### config.mk
export PLATFORM = sky130hd
export DESIGN_NAME = tmds_align_ctrl
export DESIGN_NICKNAME = d
export VERILOG_FILES = /design/src/rtl/tmds_pkg.sv /design/src/rtl/tmds_word_aligner.sv /design/src/rtl/tmds_align_ctrl.sv
export SDC_FILE = /design/constraint.sdc
export NUM_CORES = 1
export LEC_CHECK = 0
export BUFFER_PORTS_ARGS = -buffer_cell sky130_fd_sc_hd__buf_2
export CORE_MARGIN = 2
export CORE_UTILIZATION = 45
export DETAILED_ROUTE_END_ITERATION = 10
export GPL_ROUTABILITY_DRIVEN = 0
export PLACE_DENSITY_LB_ADDON = 0.1
export SETUP_SLACK_MARGIN = 0.15
export SYNTH_ARGS = -nofsm -noshare
export SYNTH_HDL_FRONTEND = slang
export SYNTH_SLANG_ARGS = --single-unit
### constraint.sdc
create_clock -name clk -period 4.9 [get_ports clk]
set_clock_uncertainty 0.2 [all_clocks]
set_input_delay 0.245 -clock clk [delete_from_list [all_inputs] [get_ports clk]]
set_output_delay 0.245 -clock clk [all_outputs]
set_load 0.1 [all_outputs]
### src/rtl/tmds_pkg.sv
// Shared TMDS definitions: the four DVI control tokens, alignment FSM states
// and the token classifier used by the aligner, decoder and sync logic.
package tmds_pkg;

    localparam logic [9:0] CTRL_TOK_0 = 10'b1101010100;
    localparam logic [9:0] CTRL_TOK_1 = 10'b0010101011;
    localparam logic [9:0] CTRL_TOK_2 = 10'b0101010100;
    localparam logic [9:0] CTRL_TOK_3 = 10'b1010101011;

    typedef enum logic [1:0] {
        SEARCH = 2'd0,
        VERIFY = 2'd1,
        LOCKED = 2'd2
    } align_state_e;

    function automatic logic is_ctrl_token(input logic [9:0] word);
        return (word == CTRL_TOK_0) || (word == CTRL_TOK_1) ||
               (word == CTRL_TOK_2) || (word == CTRL_TOK_3);
    endfunction

endpackage

### src/rtl/tmds_word_aligner.sv
// Holds the previous deserializer word and selects a 10-bit window from the
// 20-bit {current, previous} pair at the given slip offset.
module tmds_word_aligner
    import tmds_pkg::*;
(
    input  logic       clk,
    input  logic       rst,
    input  logic [9:0] raw_in,
    input  logic       raw_valid,
    input  logic [3:0] slip_pos,
    input  logic       discard,
    output logic [9:0] word
);

    logic [9:0]  prev;
    logic [19:0] pair;

    // A slip throws away the straddling word so the new window starts clean.
    always_ff @(posedge clk) begin
        if (rst) begin
            prev <= '0;
        end else if (discard) begin
            prev <= '0;
        end else if (raw_valid) begin
            prev <= raw_in;
        end
    end

    assign pair = {raw_in, prev};
    assign word = 10'(pair >> slip_pos);

endmodule

### src/rtl/tmds_align_ctrl.sv
// Word-alignment and lock controller for one TMDS channel: hunts slip offsets
// for control-token runs, declares lock and gates the decoder enable.
module tmds_align_ctrl
    import tmds_pkg::*;
#(
    parameter int MIN_RUN      = 8,
    parameter int LOCK_RUNS    = 4,
    parameter int ERR_LIMIT    = 4,
    parameter int SEARCH_WORDS = 4096
) (
    input  logic       clk,
    input  logic       rst,
    input  logic [9:0] raw_in,
    input  logic       raw_valid,
    output logic [9:0] tmds_out,
    output logic       tmds_valid,
    output logic       dec_en,
    output logic [3:0] slip_pos,
    output logic       locked,
    output logic       ctrl_tok,
    output logic       lock_lost
);

    localparam int RUN_W  = $clog2(MIN_RUN + 1);
    localparam int IDLE_W = $clog2(SEARCH_WORDS);
    localparam int GOOD_W = $clog2(LOCK_RUNS + 1);
    localparam int ERR_W  = $clog2(ERR_LIMIT + 1);

    localparam logic [RUN_W-1:0]  RUN_MAX   = RUN_W'(MIN_RUN);
    localparam logic [IDLE_W-1:0] IDLE_MAX  = IDLE_W'(SEARCH_WORDS - 1);
    localparam logic [GOOD_W-1:0] GOOD_MAX  = GOOD_W'(LOCK_RUNS);
    localparam logic [GOOD_W-1:0] GOOD_LAST = GOOD_W'(LOCK_RUNS - 1);
    localparam logic [ERR_W-1:0]  ERR_MAX   = ERR_W'(ERR_LIMIT);
    localparam logic [ERR_W-1:0]  ERR_LAST  = ERR_W'(ERR_LIMIT - 1);

    align_state_e       state, state_next;
    logic [RUN_W-1:0]   run_len;
    logic [IDLE_W-1:0]  idle_cnt;
    logic [GOOD_W-1:0]  good_cnt;
    logic [ERR_W-1:0]   err_cnt;
    logic [9:0]         word;
    logic               tok, good_end, bad_end, timeout, slip;

    tmds_word_aligner u_aligner (
        .clk       (clk),
        .rst       (rst),
        .raw_in    (raw_in),
        .raw_valid (raw_valid),
        .slip_pos  (slip_pos),
        .discard   (slip),
        .word      (word)
    );

    assign tok      = is_ctrl_token(word);
    assign good_end = raw_valid & ~tok & (run_len == RUN_MAX);
    assign bad_end  = raw_valid & ~tok & (run_len != '0) & (run_len != RUN_MAX);
    // A run event on the same word takes precedence over the idle timeout.
    assign timeout  = raw_valid & (idle_cnt == IDLE_MAX) & ~good_end & ~bad_end;

    always_comb begin
        state_next = state;
        slip       = 1'b0;
        case (state)
            SEARCH: begin
                if (good_end) begin
                    state_next = VERIFY;
                end else if (timeout) begin
                    slip = 1'b1;
                end
            end
            VERIFY: begin
                if (good_end) begin
                    if (good_cnt == GOOD_LAST) state_next = LOCKED;
                end else if (bad_end || timeout) begin
                    slip       = 1'b1;
                    state_next = SEARCH;
                end
            end
            LOCKED: begin
                if ((bad_end && err_cnt == ERR_LAST) || timeout) state_next = SEARCH;
            end
            default: state_next = SEARCH;
        endcase
    end

    always_ff @(posedge clk) begin
        if (rst) begin
            state      <= SEARCH;
            slip_pos   <= '0;
            run_len    <= '0;
            idle_cnt   <= '0;
            good_cnt   <= '0;
            err_cnt    <= '0;
            tmds_out   <= '0;
            tmds_valid <= 1'b0;
            dec_en     <= 1'b0;
            locked     <= 1'b0;
            ctrl_tok   <= 1'b0;
            lock_lost  <= 1'b0;
        end else begin
            lock_lost  <= 1'b0;
            tmds_valid <= raw_valid;
            locked     <= (state_next == LOCKED);
            dec_en     <= raw_valid & (state_next == LOCKED);
            if (raw_valid) begin
                tmds_out <= word;
                ctrl_tok <= tok;

                if (!tok)                  run_len <= '0;
                else if (run_len != RUN_MAX) run_len <= run_len + 1'b1;

                if (good_end || state_next != state) idle_cnt <= '0;
                else if (idle_cnt != IDLE_MAX)        idle_cnt <= idle_cnt + 1'b1;

                case (state)
                    SEARCH: if (good_end) good_cnt <= GOOD_W'(1);
                    VERIFY: if (good_end && good_cnt != GOOD_MAX) good_cnt <= good_cnt + 1'b1;
                    LOCKED: begin
                        if (good_end)                        err_cnt <= '0;
                        else if (bad_end && err_cnt != ERR_MAX) err_cnt <= err_cnt + 1'b1;
                    end
                    default: ;
                endcase

                if (state_next != state) begin
                    err_cnt <= '0;
                    if (state_next == SEARCH) good_cnt <= '0;
                end

                // Lock loss keeps the offset so relock can happen in place.
                if (slip) begin
                    slip_pos <= (slip_pos == 4'd9) ? 4'd0 : slip_pos + 4'd1;
                    run_len  <= '0;
                    idle_cnt <= '0;
                    good_cnt <= '0;
                end

                lock_lost <= (state == LOCKED) && (state_next != LOCKED);
                state     <= state_next;
            end
        end
    end

endmodule

==> results.py <==
metrics = {
    "pwr": {
        "powerDensity_mw_per_mm2": 234,
        "power.internal_w": 0.000648,
        "p_switching_w": 0.000250,
        "seqPwrFrac_pct": 50.1,
        "leakagePower_nw": 1.45,
        "swShare_pct": 27.8,
        "clkPwrFrac_pct": 35.3,
        "ir_drop_mv": 0.138,
        "combPwrFrac_pct": 14.6,
    },
    "placement": {
        "placed_area_mm2": 0.00371,
        "port-buffer-count": 31,
        "place_ws_ps": 573,
        "dp_hpwl_um": 5980,
    },
    "die": {
        "die_x_um": 92.2,
        "fp.dieH_um": 92.2,
        "die_area_mm2": 0.00850,
        "initial_core_util_pct": 45.8,
        "io_pins": 32,
        "core_area_mm2": 0.00765,
        "rows": 32,
    },
    "critical_path": {
        "end_kind": "flip-flop",
        "slowest_stage": "dfxtp_1",
        "cp_max_fo": 19,
        "cp_common_cell": "a221oi_1",
        "cp_num_buf_inv": 1,
        "crit_family": "compound AO/OA/AOI/OAI gates",
        "cp-start-kind": "flip-flop",
        "cp_cell_sequence": "mux4_1 -> mux2i_1 -> nor2b_1 -> a22o_1 -> a221oi_1 -> o22ai_2 -> nor3_2 -> buf_4 -> o21ai_0 -> a221oi_1",
        "cp_data_required_time_ps": 4920,
        "critPathArrivalTime_ps": 4200,
        "critPathMaxStageDelay_ps": 830,
        "crit_type": "reg2reg",
    },
    "clocking": {
        "numCtsBuffers": 5,
        "clk_latency_ps": 320,
        "cts_root_buf": "clkbuf_8",
        "cts_tree": "yes",
        "clock_path_buffers": 2,
        "cts_hold_buf": 0,
        "clkSinkCount": 53,
        "cts.clk_slew.worst_paths_ps": 100,
        "htree_levels": 2,
    },
    "yosys": {
        "ys_ff_latch": 53,
        "yosysMostFrequentCell": "dfxtp_1",
        "synth_compound_area_share_pct": 21.1,
        "yosys_warnings": 0,
        "synth_area_mm2": 0.00350,
        "yosys.area.top_type": "dfxtp_1",
        "synth_cell_types": 64,
        "synth_common_cells": "dfxtp_1 (53), nor2_1 (45), mux2i_1 (26)",
        "synth-xor-area-share_pct": 1.00,
        "syn_avg_cell_area_um2": 8.77,
        "synthMuxAreaShare_pct": 18.4,
        "ys_async_sr_fraction_pct": 0,
        "synthSimpleGateAreaFrac_pct": 20.6,
        "yosysSeqAreaShare_pct": 30.3,
        "synth_fa_ha_area_share_pct": 3.22,
        "synthCells": 399,
        "synth_top_family_by_area": "compound AO/OA/AOI/OAI gates",
        "synth_flop_cell": "dfxtp_1",
        "synth_nets": 421,
        "ys_top_cells_by_area": "dfxtp_1 (30%), mux2i_1 (7.4%), mux4_2 (7.1%)",
        "yosysTopAreaCellShare_pct": 30.3,
        "synth_edf_count": 0,
    },
    "timing": {
        "tns_ps": 0,
        "relSlewSlack_pct": 42.8,
        "hold_viol_final": 0,
        "fmax_ghz": 0.240,
        "setup_viol": 0,
        "slew_violations": 0,
        "tightest_slew_ps": 858,
        "rsz0062_at_grt": "no",
        "layout_setup_ws_ps": 727,
        "period_needed_ps": 4170,
        "fin_crit_sh_pct": 85.2,
    },
    "flow_run": {
        "cap_violations": 0,
    },
    "global_route": {
        "grt_first_pass_wirelength_um": 14100,
        "grt_pass1_vias": 2845,
        "grt_use_total_pct": 20.3,
        "antenna_found_initial": 0,
        "grt_overflow": 0,
        "grt_start_max_net_pins": 48,
    },
    "layout": {
        "final_area_mm2": 0.00383,
        "diodes": 0,
        "fill_cells": 754,
        "final_nets": 437,
        "drive_gt1_share_pct": 18.0,
        "syn2layout_area_growth_pct": 9.51,
    },
    "run_status": {
        "outcome": "finished clean",
    },
    "min_path": {
        "min_path_type": "in2reg",
    },
    "drt": {
        "drc": 0,
        "wl_per_cell_um": 16.2,
        "ant_nets": 0,
        "viasPerCell": 5.95,
        "dr.first_iter.drc_count": 129,
        "totalWireLength_um": 8370,
        "routed-via-count": 3080,
        "first_pass_iters": 4,
    },
}
-- final cells by class --
cell class,instances,area [µm²],area share [%]
Clock buffer,7,86.3,2.25
Clock inverter,1,30.0,0.784
Inverter,15,56.3,1.47
Multi-Input combinational cell,301,2260,58.9
Sequential cell,53,1060,27.7
Tap cell,102,128,3.33
Timing Repair Buffer,39,215,5.62
-- power groups by stage --
| stage | clock network (W) | registers (W) | logic, W |
|---|---|---|---|
| detailed placement | 0 | 0.000460 | 0.000132 |
| floorplan | 0 | 0.000498 | 0.0000629 |
| global route | 0.000338 | 0.000452 | 0.000141 |
| global placement | 0 | 0.000460 | 0.000131 |
| finish | 0.000316 | 0.000450 | 0.000131 |
| CTS | 0.000325 | 0.000450 | 0.000132 |
-- stage by stage --
| step | hold slack, ps | utilization (%) | cells | total power (W) |
|---|---|---|---|---|
| CTS | 16.0 | 50.0 | 518 | 0.000907 |
| finish | 15.3 | 50.1 | 518 | 0.000898 |
| global route | 60.8 | 50.1 | 518 | 0.000931 |
| global placement | 263 | 48.5 | 510 | 0.000591 |
| floorplan | 127 | - | 399 | 0.000561 |
| detailed placement | 267 | 48.5 | 510 | 0.000592 |
-- worst reg2reg max path: cells and delay by family, from the launching register on --
family          cells  cell delay, ps
simple gates        2             400
buf+inv             1             210
flops               1             830
mux                 2            1070
compound gates      5            1360
-- cell families after synthesis --
group	after synthesis
multiplexers	45
flip-flops	53
AO/OA/AOI/OAI	100
XOR/XNOR	4
buffers and inverters	45
adder cells (fa/ha/maj)	9
AND/OR/NAND/NOR	143
-- registers in the layout, indices dropped and copies added (netlist names), 2 cells and up --
register / flops
err_cnt: 3
good_cnt: 3
idle_cnt: 12
run_len: 4
slip_pos: 4
state: 2
tmds_out: 10
u_aligner.prev: 10
-- routing by layer --
| metal | wire length, µm | share of wire [%] | vias up | global-route usage, % |
|---|---|---|---|---|
| met2 | 4110 | 49 | 61 | 33.9 |
| met4 | 65 | 0.78 | 0 | 6.09 |
| li1 | - | - | 1530 | - |
| met1 | 3940 | 47 | 1483 | 27.5 |
| met3 | 249 | 3.0 | 6 | 2.47 |
| met5 | 0 | 0 | - | 0 |
-- path summary, 6_finish.rpt --
kind / start / to / slack, ps / cells after the start
max reg2reg: slip_pos[1] / idle_cnt[9] / 730 / 10
max: slip_pos[1] / idle_cnt[9] / 730 / 10
min reg2reg: ctrl_tok / ctrl_tok / 280 / 2
min: raw_in[6] / u_aligner.prev[6] / 20 / 3
-- placed cells by master (no fill, tap or decap), types with 6 or more instances in the layout --
master and n:
a21oi_1 13, nor2b_1 7, mux2i_1 26, buf_4 8, clkbuf_8 6, nand2b_1 6
dfxtp_1 53, nand3_1 16, o21ai_0 22, a211oi_1 10, inv_1 15, mux4_2 11
and3_1 6, nor2_1 45, ha_1 9, a221oi_1 7, nand4_1 6, buf_2 31
nand2_1 24
-- what timing repair did --
item                                    CTS  global route
endpoints found under the setup margin    0            13
hold endpoints to repair                  0             0
gates resized for setup                   0             1
setup buffers                             0             0
Power figures use the tool's default switching activity.
